`config.mk`:
```
export PLATFORM = sky130hd
export DESIGN_NAME = gate_test_sequencer
export DESIGN_NICKNAME = d
export VERILOG_FILES = /design/src/rtl/gate_test_sequencer.sv
export SDC_FILE = /design/constraint.sdc
export NUM_CORES = 1
export LEC_CHECK = 0
export BUFFER_PORTS_ARGS = -buffer_cell sky130_fd_sc_hd__buf_2
export CORE_AREA = 2 2 48 50
export CTS_CLUSTER_SIZE = 28
export DETAILED_ROUTE_END_ITERATION = 8
export DIE_AREA = 0 0 50 52
export GPL_ROUTABILITY_DRIVEN = 1
export PLACE_DENSITY = 0.7
export SYNTH_ARGS = -nofsm -noshare
export SYNTH_HDL_FRONTEND = slang
export SYNTH_SLANG_ARGS = --single-unit
```
`constraint.sdc`:
```
create_clock -name clk -period 2.3 [get_ports clk]
set_input_delay 0.69 -clock clk [delete_from_list [all_inputs] [get_ports clk]]
set_output_delay 0.69 -clock clk [all_outputs]
set_load 0.02 [all_outputs]
```
`src/rtl/gate_test_sequencer.sv`:
```
// gate_test_sequencer: clocked exhaustive truth-table tester for a small combinational cell.
// Steps test_data through every input combination. Each vector is held for SETTLE cycles
// plus one sample cycle. The sampled results are scored against the TRUTH table.
// Optional build macro: GTS_STOP_ON_FAIL_EN makes the run end at the first mismatching vector.
module gate_test_sequencer #(
   parameter int unsigned           N_IN   = 2,
   parameter int unsigned           SETTLE = 2,
   parameter logic [(1<<N_IN)-1:0]  TRUTH  = 4'b0111
) (
   input  logic            clk,
   input  logic            rst,
   input  logic            start,
   input  logic            results,
   output logic [N_IN-1:0] test_data,
   output logic            busy,
   output logic            done,
   output logic            pass,
   output logic [N_IN:0]   fail_count,
   output logic [N_IN-1:0] first_fail_vec
);

   localparam int unsigned     CW       = (SETTLE > 1) ? $clog2(SETTLE) : 1;
   localparam logic [CW-1:0]   CNT_LAST = CW'(SETTLE - 1);
   localparam logic [N_IN-1:0] VEC_LAST = '1;

   typedef enum logic [1:0] {IDLE, DRIVE, CHECK, DONE} state_t;

   state_t          state;
   logic [N_IN-1:0] vec;
   logic [CW-1:0]   cnt;
   logic            mismatch;
   logic [N_IN:0]   fail_next;
   logic            finish;

   // Score the current sample and decide whether this CHECK ends the run
   always_comb begin
      mismatch  = (results !== TRUTH[vec]);
      fail_next = fail_count + {{N_IN{1'b0}}, mismatch};
`ifdef GTS_STOP_ON_FAIL_EN
      finish    = (vec == VEC_LAST) || mismatch;
`else
      finish    = (vec == VEC_LAST);
`endif
   end

   // Sequencer FSM with registered outputs
   always_ff @(posedge clk) begin
      if (rst) begin
         state          <= IDLE;
         vec            <= '0;
         cnt            <= '0;
         test_data      <= '0;
         busy           <= 1'b0;
         done           <= 1'b0;
         pass           <= 1'b0;
         fail_count     <= '0;
         first_fail_vec <= '0;
      end else begin
         case (state)
            IDLE, DONE: begin
               if (start) begin
                  vec            <= '0;
                  cnt            <= '0;
                  fail_count     <= '0;
                  first_fail_vec <= '0;
                  test_data      <= '0;
                  busy           <= 1'b1;
                  done           <= 1'b0;
                  pass           <= 1'b0;
                  state          <= DRIVE;
               end
            end
            DRIVE: begin
               cnt <= cnt + 1'b1;
               if (cnt == CNT_LAST) begin
                  state <= CHECK;
               end
            end
            CHECK: begin
               fail_count <= fail_next;
               if (mismatch && (fail_count == '0)) begin
                  first_fail_vec <= vec;
               end
               if (finish) begin
                  state     <= DONE;
                  busy      <= 1'b0;
                  done      <= 1'b1;
                  test_data <= '0;
                  pass      <= (fail_next == '0);
               end else begin
                  vec       <= vec + 1'b1;
                  test_data <= vec + 1'b1;
                  cnt       <= '0;
                  state     <= DRIVE;
               end
            end
            default: state <= IDLE;
         endcase
      end
   end

endmodule

```
After elaboration in Yosys (flattened, before gate mapping)

Index checks and enable logic that the tools add are counted.

Flip-flop bits (word level): 15
Input port bits: 4
Output and inout port bits: 10
Word-level logic and storage cells: 60

Add/subtract/negate cells: 3
$lt $le $gt $ge: 1
Eq/ne operators: 10
Muxes and demuxes: 25
Reduce and logical (&&, ||, !) cells: 12

Operator list:

| operator                                                    | number |
|---|---|
| two-way mux 2 bit                                           | 7 |
| case mux 2 bit (2 select lines)                             | 3 |
| != test 2 bit (second input constant)                       | 5 |
| AND reduction 3 bit                                         | 3 |
| two-way mux 1 bit                                           | 7 |
| == test 2 bit (second input constant)                       | 3 |
| zero test 3 bit                                             | 2 |
| case mux 1 bit (2 select lines)                             | 3 |
| case mux 2 bit (3 select lines)                             | 1 |
| case mux 3 bit (2 select lines)                             | 1 |
| AND reduction 2 bit                                         | 3 |
| adder 3 x 1 -> 3 bit                                        | 1 |
| less-than comparator 2 x 3 -> 1 bit (second input constant) | 1 |
| two-way mux 3 bit                                           | 1 |
| case mux 1 bit (3 select lines)                             | 1 |
| adder 2 x 1 -> 2 bit (second input constant)                | 1 |
| binary-select mux 1 bit (select 2 bit)                      | 1 |
| == test 2 x 1 -> 1 bit (second input constant)              | 1 |
| zero test 2 bit                                             | 1 |
| nonzero test 2 bit                                          | 1 |
| OR reduction 2 bit                                          | 1 |
| adder 1 bit (second input constant)                         | 1 |
| logical AND 1 bit                                           | 1 |
| !== test 1 bit                                              | 1 |

Longest topological paths before layout

Word-level depth: 7
Gate-level depth with buffers: 9
Gate-level depth less buffers: 8

Worst setup path after synthesis

OpenSTA, ideal clock, no wires.

Path type: register -> register
Start: register vec[0]
End: register pass
Setup time: 71 ps
Data arrival time: 1,734 ps
Required time: 2,229 ps
Setup slack: 495 ps
Stages on the path, launching flop included: 10
Path buffers: 1
Clock period less this slack: 1,805 ps
Path through: dfxtp_1 > ha_1 > buf_6 > xnor2_4 > ha_1 > ha_1 > nor2b_1 > nor4_1 > nand4_1 > a21oi_1

Word-level cells in the longest chain between the ends: 7

RTL lines:

| what                                    | line | source |
|---|---|---|
| start: declaration                      | 29   | `logic [N_IN-1:0] vec;` |
| start signal: assignment                | 91   | `vec <= vec + 1'b1;` |
| binary-select mux 1 bit (select 2 bit)  | 37   | `mismatch = (results !== TRUTH[vec]);` |
| two-way mux 1 bit (implied by the code) | 37   |  |
| !== test 1 bit                          | 37   |  |
| adder 3 x 1 -> 3 bit                    | 38   | `fail_next = fail_count + {{N_IN{1'b0}}, mismatch};` |
| zero test 3 bit                         | 89   | `pass <= (fail_next == '0);` |
| two-way mux 1 bit                       | 84   | `if (finish) begin` |
| case mux 1 bit (2 select lines)         | 59   | `case (state)` |
| end signal: assignment                  | 89   |  |
| end: declaration                        | 17   | `output logic pass,` |

Several ways; a longest one is shown, not always the timed one. The select of a mux whose other input is x is not followed.
A chain may end at the register's enable or synchronous reset.

Worst setup path after layout

Same ends and word-level chain as after synthesis.

==> metrics <==
Layout Skew=between 0.007 and 0.008 ns; EDFF count, synth=0; crit-path max FO=6; num rows=17; FF+latch count, synth=15; vias=approximately 700; Initial DRT Pass Iterations=4; diode count=0; syn_nets=around 100; post-cts resize count=0; H-tree lvl count=1; CP Capture Type=flip-flop; Clock Latency Late Sink=approximately 0.29 ns; Worst Slack Setup Final=roughly 0.33 ns; initial antenna violation count=0; Root Driver=clkbuf_4; Slew Viols, Final=0; period utilisation layout=0.858; final setup fails=0; Reg clk slew, reported paths=0.09 ns; pwr/cell area=between 500 and 600 mW/mm2; Port-buffer cells=13; area grow syn2layout=13.8%; Worst EP required=about 2.5 ns; synth warn=0; crit path kind=flip-flop to flip-flop; number of global-route vias before repair=slightly above 600; global route total overflow=0; area leader, netlist=dfxtp_1; Setup Buffers After CTS=0; cell area after synthesis=about 800 um2; gr usage total=0.142; hold slack=around 0.45 ns; P_int=around 360 uW; Tightest Pin Transition=between 0.4 and 0.5 ns; buffer depth of the longest clock path=2; # hold bufs at CTS=0; Die W=50 um; Util after Layout=0.431; I/O pins=14; DP Wirelength=~1100 um; MaxCap Viol Count=0; first-pass GRT wire length=2730 um; Core ar.=0.00211 mm2; DR WL/cell=around 11 um; CP arrival=between 2 and 2.5 ns; sequential share of the synthesized area=0.376; count leader, synth=dfxtp_1; CTS Sinks=15; Routability Congestion=around 0.74; minimum clock period=roughly 2.0 ns; Die Ht=between 50 and 60 um; sw frac=0.277; synth unique cells=27; status=complete, no violations; Critical Path Start Type=flip-flop; Iter 0 DRT Violations=11; Slew HR=0.675; hold crit path type=flip-flop to flip-flop; most instantiated cells after synthesis=15 x dfxtp_1, 13 x nor2_1, 10 x a21oi_1; Total Wirelength=approximately 1500 um; Layout fillers=about 210; most used flip-flop cell after synthesis=dfxtp_1; switching power total=138 uW; Flop pwr share=0.543; DRC=0; ratio of cells with drive above 1 in the final layout=0.215; total clock buffers created by CTS=3; CTS tree=done; remaining antenna violation count=0; RSZ-0062 raised after global routing=no; fin nets=117; die area=roughly 0.0026 mm2; Final Hold Vio Count=0; Avg Cell Area, Syn=8.58 um2; pin count of the biggest net entering global routing=15; maximum clock rate=between 500 and 600 MHz; Peak VDD IR=~290 uV; Starting Density=0.379; Logic pwr share=0.146; Vias per Instance=about 5.0; leak pwr=0.000392 uW; clock share of power=0.311; setup TNS=0 ns; worst slack at placement=around 0.25 ns; FFs w/ async S/R, synth=0; post-synth top area share=0.376; Synth area leaders=dfxtp_1 38%, ha_1 7.8%, a21oi_1 6.3%; Gate Count Post-Synth=a little over 90
==> worst paths after layout <==
path	endpoint	slack, ns	from	depth (start not counted)
max	pass$_SDFFE_PP0P_	0.33	vec[0]$_SDFFE_PP0P_	8
min	first_fail_vec[1]$_SDFFE_PP0P_	0.45	first_fail_vec[1]$_SDFFE_PP0P_	2
max reg2reg	pass$_SDFFE_PP0P_	0.33	vec[0]$_SDFFE_PP0P_	8
min reg2reg	first_fail_vec[1]$_SDFFE_PP0P_	0.45	first_fail_vec[1]$_SDFFE_PP0P_	2
==> stage by stage <==
step                instances  power [uW]  cell area, um2
floorplan                  93         332             798
global placement          131         347             882
detailed placement        131         349             882
CTS                       135         504             908
global route              135         526             908
finish                    135         498             908
==> layer usage <==
layer | global-route usage | part of all wire | up-vias
met5 | 0 | 0 | -
met4 | 0.111 | 0.032 | 0
met3 | 0.0287 | 0.036 | 4
met2 | 0.219 | 0.46 | 16
met1 | 0.173 | 0.48 | 310
li1 | - | - | 351
==> layout by cell type, fill, tap and decap left out, types with 2 or more instances in the layout <==
cell	n
nand2b_1	4
a21oi_1	10
nand2_1	8
dfxtp_1	15
inv_1	5
a32oi_1	4
ha_1	5
o21ai_1	5
nor2_1	13
nor2b_1	4
clkbuf_4	3
nand3_1	2
buf_2	13
nor3_1	2
==> cell families after synthesis <==
logic type	after synthesis	synth area share
fa+ha+maj	5	0.0784
simple gates	39	0.262
buf+inv	9	0.0533
flops	15	0.376
mux	1	0.0125
xor+xnor	1	0.0345
compound gates	23	0.183
==> power groups by stage <==
| stage | logic, uW | clock network [uW] | registers, uW |
|---|---|---|---|
| after floorplan | 53.9 | 0 | 278 |
| after CTS | 72.6 | 161 | 270 |
| after global placement | 71.3 | 0 | 276 |
| after detailed placement | 72.3 | 0 | 276 |
| final | 72.6 | 155 | 270 |
| after global routing | 81.3 | 173 | 272 |
==> critical path, stage by stage, from the launching register on <==
cell and delay (ns):
dfxtp_1 0.43, ha_1 0.32, xnor2_4 0.11, ha_1 0.19
ha_1 0.18, nor2b_1 0.14, nor4_1 0.24, nand4_1 0.13
a21oi_1 0.16
==> sequential cells by signal, summed over array words and instances (netlist names) <==
name and count:
busy 1, vec 2, pass 1, first_fail_vec 2, done 1, state 2
fail_count 3, test_data 2, cnt 1
==> layout make-up <==
class                   instances  area [um2]  share of cell area
inverters                       5        18.8              0.0207
well taps                      28        35.0              0.0386
multi-input cells              69         455               0.501
repair buffers                 14        72.6              0.0799
flip-flops and latches         15         300               0.331
clock buffers                   4        26.3              0.0289
No activity file was read; power rests on OpenSTA's default activity.
